File: src/rtl/sif_pkg.sv
`default_nettype none
// ============================================================================
//  Module      : sif_pkg
//  Description : Shared constants and helpers for the sif_fifo training
//                interface. Holds the default widths and depth, the level-width
//                constant, and the read-address scramble function.
//  Revision    : 1.0 - initial release
// ============================================================================
package sif_pkg;

  localparam int SIF_AW     = 16;
  localparam int SIF_DW     = 16;
  localparam int SIF_DEPTH  = 4;
  localparam int SIF_RD_LAT = 1;

  // Width of the occupancy counter for the default depth (0..DEPTH inclusive).
  localparam int SIF_LVL_W  = $clog2(SIF_DEPTH + 1);

  // Scramble operates on a wide container so any AW up to this width can use
  // it; only bits 8 and 7 change, everything else passes through.
  localparam int SIF_MAX_AW = 64;

  function automatic logic [SIF_MAX_AW-1:0] sif_scramble(input logic [SIF_MAX_AW-1:0] addr);
    logic [SIF_MAX_AW-1:0] s;
    s    = addr;
    s[8] = addr[8] ^ addr[4];
    s[7] = addr[7] ^ addr[5];
    return s;
  endfunction

endpackage
`default_nettype wire

File: src/rtl/sif_wr_fifo.sv
`default_nettype none
// ============================================================================
//  Module      : sif_wr_fifo
//  Description : Synchronous FIFO with a registered head output and a
//                valid/ready pop. Total capacity DEPTH words, of which one
//                lives in the output register and DEPTH-1 in a circular buffer.
//  Ports       : clk, rst_b       - clock, async active-low reset
//                i_push, i_data   - push request and word
//                o_push_ready     - push accepted this cycle (level < DEPTH)
//                o_valid, o_data  - registered head word
//                i_ready          - downstream consumes the head this cycle
//                o_level          - words held, 0..DEPTH
//  Revision    : 1.0 - initial release
// ============================================================================
module sif_wr_fifo #(
  parameter int WIDTH = 32,
  parameter int DEPTH = 4,
  localparam int LW   = $clog2(DEPTH + 1)
) (
  input  logic             clk,
  input  logic             rst_b,
  input  logic             i_push,
  input  logic [WIDTH-1:0] i_data,
  output logic             o_push_ready,
  output logic             o_valid,
  output logic [WIDTH-1:0] o_data,
  input  logic             i_ready,
  output logic [LW-1:0]    o_level
);

  localparam int c_buf_depth = DEPTH - 1;
  localparam int PW          = (c_buf_depth > 1) ? $clog2(c_buf_depth) : 1;
  localparam int CW          = $clog2(c_buf_depth + 1);
  localparam logic [PW-1:0] c_ptr_last = PW'(c_buf_depth - 1);

  logic [WIDTH-1:0] r_mem [c_buf_depth];
  logic [PW-1:0]    r_wptr;
  logic [PW-1:0]    r_rptr;
  logic [CW-1:0]    r_cnt;
  logic             r_valid;
  logic [WIDTH-1:0] r_data;

  logic [LW-1:0]    w_level;
  logic             w_push;
  logic             w_pop;
  logic             w_load;
  logic             w_from_buf;
  logic             w_bypass;
  logic             w_buf_wr;

  function automatic logic [PW-1:0] next_ptr(input logic [PW-1:0] p);
    return (p == c_ptr_last) ? '0 : p + PW'(1);
  endfunction

  // Level is derived purely from registers, so push-ready has no path from
  // i_ready: a full FIFO refuses a push even if it pops in the same cycle.
  assign w_level      = LW'(r_cnt) + LW'(r_valid);
  assign o_push_ready = (w_level < LW'(DEPTH));
  assign o_level      = w_level;
  assign o_valid      = r_valid;
  assign o_data       = r_data;

  assign w_push     = i_push && o_push_ready;
  assign w_pop      = r_valid && i_ready;
  // Output register can take a new word when empty or being consumed.
  assign w_load     = !r_valid || w_pop;
  assign w_from_buf = w_load && (r_cnt != '0);
  // With nothing buffered, a push goes straight to the output register so
  // it appears the next cycle and streaming has no bubble.
  assign w_bypass   = w_load && (r_cnt == '0) && w_push;
  assign w_buf_wr   = w_push && !w_bypass;

  always_ff @(posedge clk) begin
    if (w_buf_wr) begin
      r_mem[r_wptr] <= i_data;
    end
  end

  always_ff @(posedge clk or negedge rst_b) begin
    if (!rst_b) begin
      r_wptr  <= '0;
      r_rptr  <= '0;
      r_cnt   <= '0;
      r_valid <= 1'b0;
      r_data  <= '0;
    end else begin
      if (w_buf_wr) begin
        r_wptr <= next_ptr(r_wptr);
      end
      if (w_from_buf) begin
        r_rptr <= next_ptr(r_rptr);
      end
      r_cnt <= r_cnt + CW'(w_buf_wr) - CW'(w_from_buf);
      if (w_load) begin
        r_valid <= w_from_buf || w_bypass;
        // Data is only replaced by a new word; otherwise the last head holds.
        if (w_from_buf) begin
          r_data <= r_mem[r_rptr];
        end else if (w_bypass) begin
          r_data <= i_data;
        end
      end
    end
  end

endmodule
`default_nettype wire

File: src/rtl/sif_fifo.sv
`default_nettype none
// ============================================================================
//  Module      : sif_fifo
//  Description : Training-interface bridge. Writes from the xa_* master are
//                buffered in a DEPTH-word FIFO and drained to the wa_* sink
//                with valid/ready. Reads return the scrambled address after
//                RD_LAT clocks with a valid strobe; reads never stall.
//  Ports       : clk, rst_b                  - clock, async active-low reset
//                xa_wr_s, xa_rd_s            - write / read requests
//                xa_addr, xa_data_wr         - shared address, write data
//                xa_wr_ready                 - write will be accepted
//                xa_data_rd, xa_rd_valid     - read return
//                wa_wr_s, wa_addr, wa_data_wr, wa_ready - downstream write
//                wr_overflow                 - sticky dropped-write flag
//                fifo_level                  - words held
//  Revision    : 1.0 - initial release
// ============================================================================
module sif_fifo
  import sif_pkg::*;
#(
  parameter int AW     = SIF_AW,
  parameter int DW     = SIF_DW,
  parameter int DEPTH  = SIF_DEPTH,
  parameter int RD_LAT = SIF_RD_LAT
) (
  input  logic                       clk,
  input  logic                       rst_b,
  input  logic                       xa_wr_s,
  input  logic                       xa_rd_s,
  input  logic [AW-1:0]              xa_addr,
  input  logic [DW-1:0]              xa_data_wr,
  output logic                       xa_wr_ready,
  output logic [DW-1:0]              xa_data_rd,
  output logic                       xa_rd_valid,
  output logic                       wa_wr_s,
  output logic [AW-1:0]              wa_addr,
  output logic [DW-1:0]              wa_data_wr,
  input  logic                       wa_ready,
  output logic                       wr_overflow,
  output logic [$clog2(DEPTH+1)-1:0] fifo_level
);

  logic [AW+DW-1:0] w_head;
  logic             w_wr_ready;
  logic             r_overflow;
  logic [AW-1:0]    w_scr_addr;
  logic [DW-1:0]    w_rd_data;

  logic             r_rd_v [RD_LAT];
  logic [DW-1:0]    r_rd_d [RD_LAT];

  // ---------------------------------------------------------------- write path
  sif_wr_fifo #(
    .WIDTH (AW + DW),
    .DEPTH (DEPTH)
  ) u_wr_fifo (
    .clk          (clk),
    .rst_b        (rst_b),
    .i_push       (xa_wr_s),
    .i_data       ({xa_addr, xa_data_wr}),
    .o_push_ready (w_wr_ready),
    .o_valid      (wa_wr_s),
    .o_data       (w_head),
    .i_ready      (wa_ready),
    .o_level      (fifo_level)
  );

  assign xa_wr_ready = w_wr_ready;
  assign wa_addr     = w_head[AW+DW-1:DW];
  assign wa_data_wr  = w_head[DW-1:0];
  assign wr_overflow = r_overflow;

  always_ff @(posedge clk or negedge rst_b) begin
    if (!rst_b) begin
      r_overflow <= 1'b0;
    end else if (xa_wr_s && !w_wr_ready) begin
      r_overflow <= 1'b1;
    end
  end

  // ----------------------------------------------------------------- read path
  // Scrambled address is resized to DW: zero-extended or truncated.
  assign w_scr_addr = AW'(sif_scramble(SIF_MAX_AW'(xa_addr)));
  assign w_rd_data  = DW'(w_scr_addr);

  // Data is zeroed on entry for idle slots so the output is 0 whenever the
  // strobe is low, without a gating mux at the end of the pipe.
  always_ff @(posedge clk or negedge rst_b) begin
    if (!rst_b) begin
      r_rd_v[0] <= 1'b0;
      r_rd_d[0] <= '0;
    end else begin
      r_rd_v[0] <= xa_rd_s;
      r_rd_d[0] <= xa_rd_s ? w_rd_data : '0;
    end
  end

  generate
    for (genvar s = 1; s < RD_LAT; s++) begin : g_rd_pipe
      always_ff @(posedge clk or negedge rst_b) begin
        if (!rst_b) begin
          r_rd_v[s] <= 1'b0;
          r_rd_d[s] <= '0;
        end else begin
          r_rd_v[s] <= r_rd_v[s-1];
          r_rd_d[s] <= r_rd_d[s-1];
        end
      end
    end
  endgenerate

  assign xa_rd_valid = r_rd_v[RD_LAT-1];
  assign xa_data_rd  = r_rd_d[RD_LAT-1];

endmodule
`default_nettype wire

File: config.mk
export PLATFORM = sky130hd
export DESIGN_NAME = sif_fifo
export DESIGN_NICKNAME = d
export VERILOG_FILES = /design/src/rtl/sif_pkg.sv /design/src/rtl/sif_wr_fifo.sv /design/src/rtl/sif_fifo.sv
export SDC_FILE = /design/constraint.sdc
export NUM_CORES = 1
export LEC_CHECK = 0
export ABC_AREA = 1
export CORE_UTILIZATION = 48
export DETAILED_ROUTE_END_ITERATION = 7
export MAX_ROUTING_LAYER = met4
export PLACE_DENSITY = 0.75
export SYNTH_ARGS = -nofsm -noshare
export SYNTH_HDL_FRONTEND = slang
export SYNTH_SLANG_ARGS = --single-unit
File: constraint.sdc
create_clock -name clk -period 4.21 [get_ports clk]
set_clock_uncertainty 0.05 [all_clocks]
set_input_delay 1.263 -clock clk [delete_from_list [all_inputs] [get_ports clk]]
set_output_delay 1.263 -clock clk [all_outputs]
set_load 0.05 [all_outputs]
# Word-level counts from Yosys, hierarchy flattened
# Memories as Yosys holds them, arrays and structs flattened.
# Index checks and enable logic that the tools add are counted.
[word_totals] reg_bits=57 latch_bits=0 ram_bits=96 romBits=0 input_bits=37 out_inout_bits=55 wordCells=42 n_memories=1
[classes] addsub=5 n_mul=0 div_mod_pow=0 n_lt_le_gt_ge=1 eq_ne=2 shift=0 muxes=7 n_bitwise=2 reduce_logical=16
[mem_list] name="u_wr_fifo.r_mem" words=3 word_bits=32 read_ports=1 rd_clocked_by_memory_dff=0 wr=1 line="sif_wr_fifo.sv:36" rtl="logic [WIDTH-1:0] r_mem [c_buf_depth];"
[ops] cell="$mux 32" n=2
[ops] cell="$mux 16" n=1
[ops] cell="$logic_and 1x1->1" n=7
[ops] cell="$add 2x1->2 const B" n=2
[ops] cell="$eq 2x2->1 const B" n=2
[ops] cell="$mux 2" n=2
[ops] cell="$reduce_bool 2->1" n=2
[ops] cell="$add 2x1->3" n=1
[ops] cell="$logic_not 1->1" n=3
[ops] cell="$lt 3x3->1 const B" n=1
[ops] cell="$add 2x1->2" n=1
[ops] cell="$logic_not 2->1" n=1
[ops] cell="$logic_or 1x1->1" n=2
[ops] cell="$mux 1" n=2
[ops] cell="$reduce_and 2->1" n=1
[ops] cell="$sub 2x1->2" n=1
[ops] cell="$xor 1x1->1" n=2

# Logic depth before layout (Yosys ltp)
[depth] word_depth=8 mapped_depth=11 mapped_depth_nobuf=10

# Hierarchy
# Synthesis repeated with hierarchy kept, for this count alone.
[hier_totals] cells_unflattened=559 hier_area_um2=6114.6
[by_module_without_submodules] mod="sif_wr_fifo" n_inst=1 cells_per_inst=501 area_per_inst_um2=5461.5 seq_area_each_um2=3858.7
[by_module_without_submodules] mod="sif_fifo" n_inst=1 cells_per_inst=58 area_per_inst_um2=653.1 seq_area_each_um2=450.4

# Least setup slack after synthesis
# OpenSTA, ideal clock, no wires.
[synth_timing] path_type="reg2reg" startpoint="reg u_wr_fifo.r_valid (netlist: u_wr_fifo.o_valid)" endpoint="mem u_wr_fifo.r_mem[2][0], enable pin" setup_ns=0.461 t_arrival_ns=4.455 t_required_ns=3.699 setup_slack_ns=-0.756 path_stages_with_launch=8 n_path_buf=0 period_less_slack_ns=4.966 cell_sequence="dfrtp_1 > ha_1 > ha_1 > inv_1 > nand2_1 > a21oi_1 > inv_1 > nor3_1"
[synth_between] elab_chain_cells=8 elab_cells_between_ends=12 classes_between="1 x add/sub; 1 x order compare; 2 x mux; 8 x reduce/logical"
[synth_lines] item="start: declaration" line="sif_wr_fifo.sv:40" rtl="logic r_valid;"
[synth_lines] item="start signal: assignment" line="sif_wr_fifo.sv:95" rtl="r_valid <= w_from_buf || w_bypass;"
[synth_lines] item="$add 2x1->3 *" line="sif_wr_fifo.sv:57" rtl="assign w_level = LW'(r_cnt) + LW'(r_valid);"
[synth_lines] item="via fifo_level[2]" line="sif_fifo.sv:40" rtl="output logic [$clog2(DEPTH+1)-1:0] fifo_level"
[synth_lines] item="$lt 3x3->1 *" line="sif_wr_fifo.sv:58" rtl="assign o_push_ready = (w_level < LW'(DEPTH));"
[synth_lines] item="via xa_wr_ready" line="sif_fifo.sv:32" rtl="output logic xa_wr_ready,"
[synth_lines] item="$logic_and 1x1->1 *" line="sif_wr_fifo.sv:63" rtl="assign w_push = i_push && o_push_ready;"
[synth_lines] item="$logic_and 1x1->1" line="sif_wr_fifo.sv:70" rtl="assign w_bypass = w_load && (r_cnt == '0) && w_push;"
[synth_lines] item="$logic_not 1->1" line="sif_wr_fifo.sv:71" rtl="assign w_buf_wr = w_push && !w_bypass;"
[synth_lines] item="$logic_and 1x1->1 *" line="sif_wr_fifo.sv:71"
[synth_lines] item="$mux 1 *" line="sif_wr_fifo.sv:74" rtl="if (w_buf_wr) begin"
[synth_lines] item="$mux 1 (implied by the code) *" line="sif_wr_fifo.sv:75" rtl="r_mem[r_wptr] <= i_data;"
[synth_lines] item="end: declaration" line="sif_wr_fifo.sv:36"
# The timed path passes the listed nets; every way through them passes the cells marked *.

# Worst setup path after layout
[layout_timing] startpoint="reg u_wr_fifo.r_cnt[0]" endpoint="out xa_wr_ready"
[layout_between] elab_chain_cells=2
[layout_lines] item="start: declaration" line="sif_wr_fifo.sv:39" rtl="logic [CW-1:0] r_cnt;"
[layout_lines] item="start signal: assignment" line="sif_wr_fifo.sv:93" rtl="r_cnt <= r_cnt + CW'(w_buf_wr) - CW'(w_from_buf);"
[layout_lines] item="$add 2x1->3" line="sif_wr_fifo.sv:57"
[layout_lines] item="$lt 3x3->1" line="sif_wr_fifo.sv:58"
[layout_lines] item="end: declaration" line="sif_fifo.sv:32"
# No other way between the ends.

==> flow_summary.json <==
{
  "slowest_stage": "sky130_fd_sc_hd__clkdlybuf4s50_1",
  "max_slew.worst_pin.slew_ns": 1.30,
  "insertedDiodeCount": 0,
  "crit_arrival_ns": 2.14,
  "rows": 40,
  "finalHoldViolCount": 0,
  "synthesis.yosys.warnings": 0,
  "post_route_cells_drive_above_1_share": 0.0641,
  "clk_slew_on_worst_s_h_paths_ns": 0.06,
  "post-route-drc-count": 0,
  "clock_tree.htree_level_count": 4,
  "post_drt_via_cell_ratio": 5.02,
  "drt_iter0_drc": 336,
  "timing.critical_path.fanout_max": 4,
  "timing_max_transition_violations_final": 0,
  "nFillCells": 929,
  "floorplan.initialDensity": 0.499,
  "tritoncts": "done",
  "grt_pass1_vias": 4176,
  "drtPass1Iterations": 5,
  "timing.critical_path.to_type": "output pin",
  "tns_ns": 0,
  "most_common_cell_after_layout_fill_and_taps_aside": "sky130_fd_sc_hd__nand2_1",
  "max_slew_margin": 0.132,
  "clock_path_buffers": 2,
  "globalRouteTotalUtil": 0.218,
  "critical_path_data_required_time_ns": 2.90,
  "post_cts_hold_buffer_count": 0,
  "most_used_cells_in_the_layout_excluding_fill_and_tap_cells": "sky130_fd_sc_hd__nand2_1, sky130_fd_sc_hd__edfxtp_1, sky130_fd_sc_hd__clkdlybuf4s50_1",
  "synth.avg_cell_area_sq_um": 10.7,
  "detail_route.wl_per_cell_um": 15.0,
  "setup-violations-final": 0,
  "critPathLaunchType": "flip-flop",
  "static-leakage-power_nw": 3.20,
  "outcome": "completed",
  "grt_first_pass_wirelength_um": 20500,
  "boundaryPins": 92,
  "critical_path.max_stage_delay_ns": 0.80,
  "post_cts_buffers": 0,
  "synth-seq-cells": 153,
  "grt_setup_unrepaired": "false",
  "timing.final.crit_period_ns": 3.46,
  "synth_nets": 605,
  "worst_ir_drop_vdd_mv": 0.399,
  "syn_inst_count": 566,
  "area_occupied_by_registers_sq_um": 4310,
  "nets": 697,
  "gp_congestion": 0.794,
  "fp.dieArea_sq_um": 13100,
  "clk_latency_ns": 0.42,
  "max_freq_mhz": 289,
  "worstPathCellList": "ha_1 > ha_1 > inv_1 > clkdlybuf4s50_1",
  "synth_sequential_area_ratio": 0.710,
  "critical_path.most_common_cell": "sky130_fd_sc_hd__ha_1",
  "fin_crit_sh": 0.821,
  "drv.max_cap_violation_count": 0,
  "numPortBuffers": 91,
  "clock_sinks": 153,
  "synthDistinctLibCells": 22,
  "route.vias.total": 4208,
  "holdCritPathClass": "reg -> reg",
  "post_synth_instance_area_sq_um": 6070,
  "hpwlAfterDp_um": 7700,
  "drt_wl_total_um": 12600,
  "antenna_found_initial": 0,
  "crit_type": "reg -> out",
  "multi_input_combinational_cell_area_sq_um": 1520,
  "die_height_um": 114,
  "die_w_um": 114,
  "cts_resized": 0,
  "areaGrowthSynthToFinish_pct": 26.1,
  "place_inst": 807,
  "layoutNonFillerInstCount": 839,
  "fp.coreArea_sq_um": 12200,
  "power-per-cell-area_nw_per_um2": 774,
  "globalRouteOverflowTotal": 0,
  "cts-buffers-inserted": 17,
  "critical-path-top-delay-family": "buffers and inverters",
  "final_ant_viol_nets": 0,
  "root_buffer": "sky130_fd_sc_hd__clkbuf_16",
  "critical_path_buf_inv_count": 2,
  "grt_start_max_net_pins": 46
}
per-stage QoR:
step / worst slack (ns) / total power [W] / area, sq um / hold WS [ns] / util
floorplan: 0.217 / 0.00387 / 6070 / 0.478 / -
global placement: 0.878 / 0.00454 / 7130 / 0.396 / 0.586
detailed placement: 0.801 / 0.00461 / 7130 / 0.403 / 0.586
CTS: 0.749 / 0.00596 / 7650 / 0.417 / 0.629
global route: 0.662 / 0.00627 / 7650 / 0.432 / 0.629
finish: 0.755 / 0.00592 / 7650 / 0.412 / 0.629
cell usage after synthesis:
| cell type | n | share of area |
|---|---|---|
| sky130_fd_sc_hd__a21o_1 | 1 | 0.0012 |
| sky130_fd_sc_hd__a21oi_1 | 5 | 0.0041 |
| sky130_fd_sc_hd__buf_2 | 20 | 0.016 |
| sky130_fd_sc_hd__buf_4 | 2 | 0.0025 |
| sky130_fd_sc_hd__buf_6 | 1 | 0.0019 |
| sky130_fd_sc_hd__clkbuf_1 | 3 | 0.0019 |
| sky130_fd_sc_hd__dfrtp_1 | 57 | 0.24 |
| sky130_fd_sc_hd__edfxtp_1 | 96 | 0.48 |
| sky130_fd_sc_hd__ha_1 | 2 | 0.0041 |
| sky130_fd_sc_hd__inv_1 | 26 | 0.016 |
| sky130_fd_sc_hd__inv_2 | 3 | 0.0019 |
| sky130_fd_sc_hd__nand2_1 | 219 | 0.14 |
| sky130_fd_sc_hd__nand2_2 | 1 | 0.0010 |
| sky130_fd_sc_hd__nand2_4 | 1 | 0.0019 |
| sky130_fd_sc_hd__nand3_1 | 14 | 0.012 |
| sky130_fd_sc_hd__nand4_1 | 32 | 0.033 |
| sky130_fd_sc_hd__nor2_1 | 71 | 0.044 |
| sky130_fd_sc_hd__nor2_2 | 2 | 0.0021 |
| sky130_fd_sc_hd__nor2_4 | 2 | 0.0037 |
| sky130_fd_sc_hd__nor3_1 | 1 | 0.00082 |
| sky130_fd_sc_hd__o211ai_1 | 1 | 0.0012 |
| sky130_fd_sc_hd__o21ai_0 | 6 | 0.0049 |
worst reg2reg max path, stage by stage, from the launching register on:
cell and delay, ns:
sky130_fd_sc_hd__dfrtp_1 0.43, sky130_fd_sc_hd__ha_1 0.21, sky130_fd_sc_hd__ha_1 0.21, sky130_fd_sc_hd__inv_1 0.07
sky130_fd_sc_hd__nand2_1 0.11, sky130_fd_sc_hd__a21oi_1 0.40, sky130_fd_sc_hd__nand3_1 0.16, sky130_fd_sc_hd__inv_1 0.24
sky130_fd_sc_hd__buf_4 0.39
cell type report:
class,count,area share
tap,168,0.0275
clock inverter,12,0.0110
inverter,29,0.0142
sequential,153,0.563
clock buffer,20,0.0571
timing repair buffer,99,0.128
multi-input combinational,358,0.199
sequential cells by signal, summed over array words and instances, names as in the netlist:
signal	flops
xa_rd_valid	1
u_wr_fifo.r_rptr	2
u_wr_fifo.r_wptr	2
u_wr_fifo.o_valid	1
u_wr_fifo.r_mem	96
wr_overflow	1
xa_data_rd	16
u_wr_fifo.r_cnt	2
u_wr_fifo.o_data	32
cells by family after synthesis:
family,synth area share
flops,0.710
fa+ha+maj,0.00412
simple gates,0.233
compound gates,0.0115
buf+inv,0.0406
per-layer routing:
metal	global-route usage	wire, um
met1	0.261	5260
met2	0.355	6340
met3	0.0566	783
met4	0.0874	206
met5	-	0
report_power, final:
group,leakage [nW],switching [W],internal [W],total [W]
clock,0.251,0.000549,0.000796,0.00134
combinational,1.39,0.00166,0.000714,0.00237
sequential,1.57,0.000210,0.00199,0.00220
final timing paths:
path                                    startpoint                     end  slack (ns)  depth (start not counted)
min in group asynchronous                    rst_b       u_wr_fifo.o_valid        0.95                          1
max in group asynchronous                    rst_b          xa_data_rd[12]        2.37                          2
worst max register to register  u_wr_fifo.r_cnt[0]  u_wr_fifo.r_mem[1][28]        1.59                          8
worst max-delay path            u_wr_fifo.r_cnt[0]             xa_wr_ready        0.75                          4
worst min register to register         wr_overflow             wr_overflow        0.41                          1
worst min-delay path                   wr_overflow             wr_overflow        0.41                          1
(Power assumes the default switching activity.)
==> patch 1, RTL diff (config.mk and constraints unchanged) <==
Change the package constant `SIF_DW` from 16 to 32.
--- a/src/rtl/sif_pkg.sv
+++ b/src/rtl/sif_pkg.sv
@@ -9,7 +9,7 @@
 package sif_pkg;
 
   localparam int SIF_AW     = 16;
-  localparam int SIF_DW     = 16;
+  localparam int SIF_DW     = 32;
   localparam int SIF_DEPTH  = 4;
   localparam int SIF_RD_LAT = 1;
 
Ports: changed (resized wa_data_wr, xa_data_rd and xa_data_wr); port bits go from 92 to 140. No check against the original RTL was run, so the function may have changed too.
==> patch 1 against the unedited design <==
  * Cell area grew 42%
  * Worst setup slack lost 0.071 ns
  * Total power grew 40%
  * Sequential cell count grew 64
  * Clock power grew 39%
  * Area after synthesis grew 45%
  * Critical path type unchanged
  * Wire length grew 42%
  * Critical endpoint unchanged
  * Critical path depth is the same
==> patch 1: results (changes against the unedited design) <==
Outcome
  – Status: finished, final reports clean

Clocking
  – Reg clk slew, reported paths: 0.06 ns (about the same)
  – Clock Latency Late Sink: 0.49 ns (+0.07 ns)
  – H-tree levels: 1 (-3)
  – Inserted Clock Buffers: 22 (+5)
  – Post-CTS Setup Repair Bufs: 0 (unchanged)
  – PostCTS Resize Cnt: 0 (unchanged)
  – Root Driver: clkbuf_16
  – Clock buffer depth: 3 (+1)

Layout
  – Fill count: 1427 (+54%)
  – Max reg flops: 144 (+50%)
  – Share of cells above drive strength 1: 6.65% (+0.24 points)
  – Final nets: 987 (+42%)
  – Largest Register: u_wr_fifo.r_mem

Placed design
  – HPWL after DPL: 11000 µm (+43%)
  – Pre-CTS WS: 0.739 ns (-0.0623 ns)
  – Port Buffers: 123 (+35%)
  – Final Wtd Congestion: 0.768 (-3.3%)

Yosys
  – Yosys Warn Count: 0 (unchanged)
  – Synth unique cells: 22 (unchanged)
  – Async S/R FF share, synth: 33.6% (-3.6 points)
  – Top cells by count, synth: nand2_1 (314), edfxtp_1 (144), nor2_1 (107), dfrtp_1 (73), nand4_1 (48)
  – Top_reg_cell synth: edfxtp_1
  – Top post-synthesis cells by area: edfxtp_1 (49%), dfrtp_1 (21%), nand2_1 (13%), nor2_1 (4.6%), nand4_1 (3.4%)
  – EDFF count, synth: 144 (+50%)
  – Register area share after synthesis: 69.9% (-1.1 points)

Drt
  – Vias post-DR: 5821 (+38%)
  – Routed wire length: 17800 µm (+42%)
  – DRT Pass-1 Iters: 4 (-1)
  – Initial DRC count: 388 (+15%)

Global route
  – Number of global-route vias before repair: 5601 (+34%)
  – First-pass GRT wire length: 28400 µm (+38%)
  – Gr usage total: 20.2% (-1.6 points)
  – Largest net degree at the start of global routing: 74 (+61%)

Hold path
  – HP Class: reg2reg

Power
  – VDD IR max: 0.402 mV (+0.80%)
  – Leakage: 0.00445 µW (+39%)

Setup path
  – Crit path DAT: 2.21 ns (+0.07 ns)
  – CP max FO: 4 (unchanged)

STA
  – Worst-margin pin slew: 1.20 ns (-0.104 ns)
  – Pins Over Slew Limit: 0 (unchanged)
[patch 1: area by class of cell]
class | count | area share, %
Timing Repair Buffer | 134 | 12.5
Clock inverter | 9 | 0.427
Sequential cell | 217 | 56.8
Inverter | 29 | 1.03
Clock buffer | 31 | 6.16
Multi-Input combinational cell | 528 | 20.5
Tap cell | 229 | 2.65
[patch 1: power by group]
part           switching (µW)  leakage [µW]  internal [µW]
Sequential                275       0.00220           2850
Combinational            2320       0.00189            971
Clock                     757      0.000357           1100
Total                    3350       0.00445           4930
[patch 1: per-stage QoR]
stage                     instances  cell area (µm²)  util [%]
final                          1177            10800      60.3
after global routing           1177            10800      60.3
after CTS                      1177            10800      60.3
after detailed placement       1137            10100      56.3
after global placement         1137            10100      56.3
after floorplan                 829             8860         -
[patch 1: layer usage]
layer | GRT usage [%] | vias to the layer above | share of wire [%]
met4 | 5.86 | 0 | 2.2
met3 | 2.91 | 30 | 6.5
met5 | - | - | 0
met2 | 33.5 | 179 | 49
met1 | 25.9 | 2725 | 42
li1 | - | 2887 | -
[patch 1: path summary, 6_finish.rpt]
check | from | to | slack (ns) | depth (start not counted)
max | u_wr_fifo.r_cnt[0]$_DFF_PN0_ | xa_wr_ready | 0.68 | 4
min | wr_overflow$_DFFE_PN0P_ | wr_overflow$_DFFE_PN0P_ | 0.41 | 1
max reg2reg | u_wr_fifo.r_cnt[0]$_DFF_PN0_ | u_wr_fifo.r_mem[2][34]$_DFFE_PP_ | 1.67 | 8
min reg2reg | wr_overflow$_DFFE_PN0P_ | wr_overflow$_DFFE_PN0P_ | 0.41 | 1
max in group asynchronous | rst_b | u_wr_fifo.r_rptr[1]$_DFFE_PN0P_ | 2.57 | 1
min in group asynchronous | rst_b | xa_data_rd[9]$_DFF_PN0_ | 0.88 | 1
[patch 1: critical path, stage by stage, from the launching register on]
cell and delay, ns:
dfrtp_1 0.44, ha_1 0.21, ha_1 0.21, inv_1 0.08
clkdlybuf4s50_1 0.80
[patch 1: logic make-up (layout without fill, tap and decap cells)]
| logic type | after synthesis | count (layout) | share of synthesized area (%) |
|---|---|---|---|
| AND/OR/NAND/NOR | 498 | 498 | 23.5 |
| flip-flops | 217 | 217 | 69.9 |
| AO/OA/AOI/OAI | 12 | 12 | 0.740 |
| buffers and inverters | 84 | 203 | 5.56 |
| adder cells (fa/ha/maj) | 2 | 2 | 0.284 |
| other | 1 | 16 | 0.0426 |
==> patch 2, RTL diff (same settings) <==
Made on the original files. Reset style: synchronous (`rst_b`), changed in 4 clocked blocks. Comments in the files are not updated.
--- a/src/rtl/sif_wr_fifo.sv
+++ b/src/rtl/sif_wr_fifo.sv
@@ -76,7 +76,7 @@
     end
   end
 
-  always_ff @(posedge clk or negedge rst_b) begin
+  always_ff @(posedge clk) begin
     if (!rst_b) begin
       r_wptr  <= '0;
       r_rptr  <= '0;
--- a/src/rtl/sif_fifo.sv
+++ b/src/rtl/sif_fifo.sv
@@ -70,7 +70,7 @@
   assign wa_data_wr  = w_head[DW-1:0];
   assign wr_overflow = r_overflow;
 
-  always_ff @(posedge clk or negedge rst_b) begin
+  always_ff @(posedge clk) begin
     if (!rst_b) begin
       r_overflow <= 1'b0;
     end else if (xa_wr_s && !w_wr_ready) begin
@@ -85,7 +85,7 @@
 
   // Data is zeroed on entry for idle slots so the output is 0 whenever the
   // strobe is low, without a gating mux at the end of the pipe.
-  always_ff @(posedge clk or negedge rst_b) begin
+  always_ff @(posedge clk) begin
     if (!rst_b) begin
       r_rd_v[0] <= 1'b0;
       r_rd_d[0] <= '0;
@@ -97,7 +97,7 @@
 
   generate
     for (genvar s = 1; s < RD_LAT; s++) begin : g_rd_pipe
-      always_ff @(posedge clk or negedge rst_b) begin
+      always_ff @(posedge clk) begin
         if (!rst_b) begin
           r_rd_v[s] <= 1'b0;
           r_rd_d[s] <= '0;
Function: differs if rst_b is asserted again (counterexample within 4 cycles, from zero or initial values and one cycle with rst_b low); with rst_b held inactive, the same outputs for 10 cycles.
==> patch 2 against the unedited design <==
  * Wire length grew 11%
  * Sequential cell count grew 2
  * Largest cell class unchanged
  * Total power shrank 14%
  * Clock power grew 12%
  * Worst hold slack gained 0.0092 ns
  * Cell area grew 8.0%
  * Worst setup slack gained 0.077 ns
  * Area after synthesis grew 11%
==> patch 2: results (changes against the unedited design) <==
Outcome
  – Status: finished, final reports clean

Placed design
  – Area after DPL: 7680 µm² (+7.7%)
  – Pre-CTS WS: 0.875 ns (+0.0739 ns)
  – Final Wtd Congestion: 0.737 (-7.3%)

Power
  – Switching Fraction: 35.7% (-5.1 points)
  – VDD IR max: 0.291 mV (-27%)
  – Leakage: 0.00373 µW (+16%)

Global route
  – First-pass GRT wire length: 22900 µm (+12%)
  – Largest net degree at the start of global routing: 65 (+41%)
  – Gr usage total: 21.3% (-0.52 points)
  – Number of global-route vias before repair: 4682 (+12%)

Setup path
  – R2R Setup Slk: 1.81 ns (+0.22 ns)
  – Worst flop-to-flop path endpoint: u_wr_fifo.o_data[3]$_SDFFE_PN0P_
  – R2R cell count: 6 (-2)
  – Crit path DAT: 2.07 ns (-0.07 ns)
  – R2r startpoint: u_wr_fifo.r_cnt[0]$_SDFF_PN0_

Hold path
  – Hold endpoint: wr_overflow$_SDFFE_PN0P_
  – Hold Path Depth: 2 (+1)
  – Hold_sp: wr_overflow$_SDFFE_PN0P_

Layout
  – Share of cells above drive strength 1: 4.97% (-1.4 points)
  – Fill count: 1150 (+24%)
  – Final nets: 913 (+31%)

Yosys
  – Synth unique cells: 20 (-9.1%)
  – Top post-synthesis cells by area: edfxtp_1 (43%), dfxtp_1 (18%), nand2_1 (11%), nor2_1 (10%), inv_1 (6.9%)
  – Async S/R FF share, synth: 0% (-37 points)
  – Register area share after synthesis: 60.4% (-11 points)
  – Top cells by count, synth: nand2_1 (205), nor2_1 (184), inv_1 (123), edfxtp_1 (96), nand3_1 (67)

STA
  – Worst hold margin: 0.422 ns (+0.00917 ns)
  – Worst-margin pin slew: 1.18 ns (-0.118 ns)

Drt
  – Initial DRC count: 393 (+17%)
  – DRT Pass-1 Iters: 7 (+2)
  – Drt wl/cell: 13.1 µm (-13%)
  – Vias per Instance: 4.72 (-5.9%)
-- patch 2: area by class of cell --
class                   count  area share [%]
repair buffers             97            11.5
multi-input cells         477            23.9
clock inverters            14            1.86
well taps                 176            2.67
clock buffers              18            5.19
flip-flops and latches    155            49.2
inverters                 125            5.68
-- patch 2: power groups by stage --
stage	Combinational (µW)	Clock (µW)	Sequential, µW
floorplan	899	0	2290
global placement	1570	0	2000
detailed placement	1590	0	2000
CTS	1610	1530	1970
global route	1790	1580	2000
finish	1600	1500	1970
-- patch 2: worst max path at each step --
stage / startpoint / endpoint / slack (ns)
final: u_wr_fifo.o_valid$_SDFFE_PN0P_ / xa_wr_ready / 0.83
after global routing: u_wr_fifo.r_cnt[0]$_SDFF_PN0_ / xa_wr_ready / 0.76
after CTS: u_wr_fifo.o_valid$_SDFFE_PN0P_ / xa_wr_ready / 0.81
after detailed placement: wa_ready / u_wr_fifo.r_mem[2][15]$_DFFE_PP_ / 0.88
after global placement: wa_ready / u_wr_fifo.r_mem[2][15]$_DFFE_PP_ / 0.89
after floorplan: u_wr_fifo.o_valid$_SDFFE_PN0P_ / u_wr_fifo.r_mem[2][0]$_DFFE_PP_ / 0.40
-- patch 2: worst register-to-register path, stage by stage, from the launching register on --
cell and delay, ns:
dfxtp_1 0.35, nor2_4 0.72, nand2_4 0.44, nand2_4 0.49
nand2_1 0.11, nand2_1 0.08, nor2_1 0.05
-- patch 2: cell families after synthesis --
group,after synthesis,share of synthesized area (%)
buffers and inverters,163,10.4
AOI/OAI and AO/OA,9,0.669
adders and majority gates,3,0.558
xor gates and xnor gates,3,0.391
DFF,155,60.4
and+or+nand+nor,462,27.6
-- patch 2: per-layer routing --
layer	part of all wire [%]	track usage (%)	vias up
li1	-	-	2584
met1	45	26.8	2253
met2	48	33.8	156
met3	5.6	5.38	17
met4	1.3	7.02	0
met5	0	-	-
-- patch 2: metrics by stage --
stage	power (µW)	cells
floorplan	3190	795
global placement	3560	1030
detailed placement	3600	1030
CTS	5110	1062
global route	5360	1062
finish	5080	1062
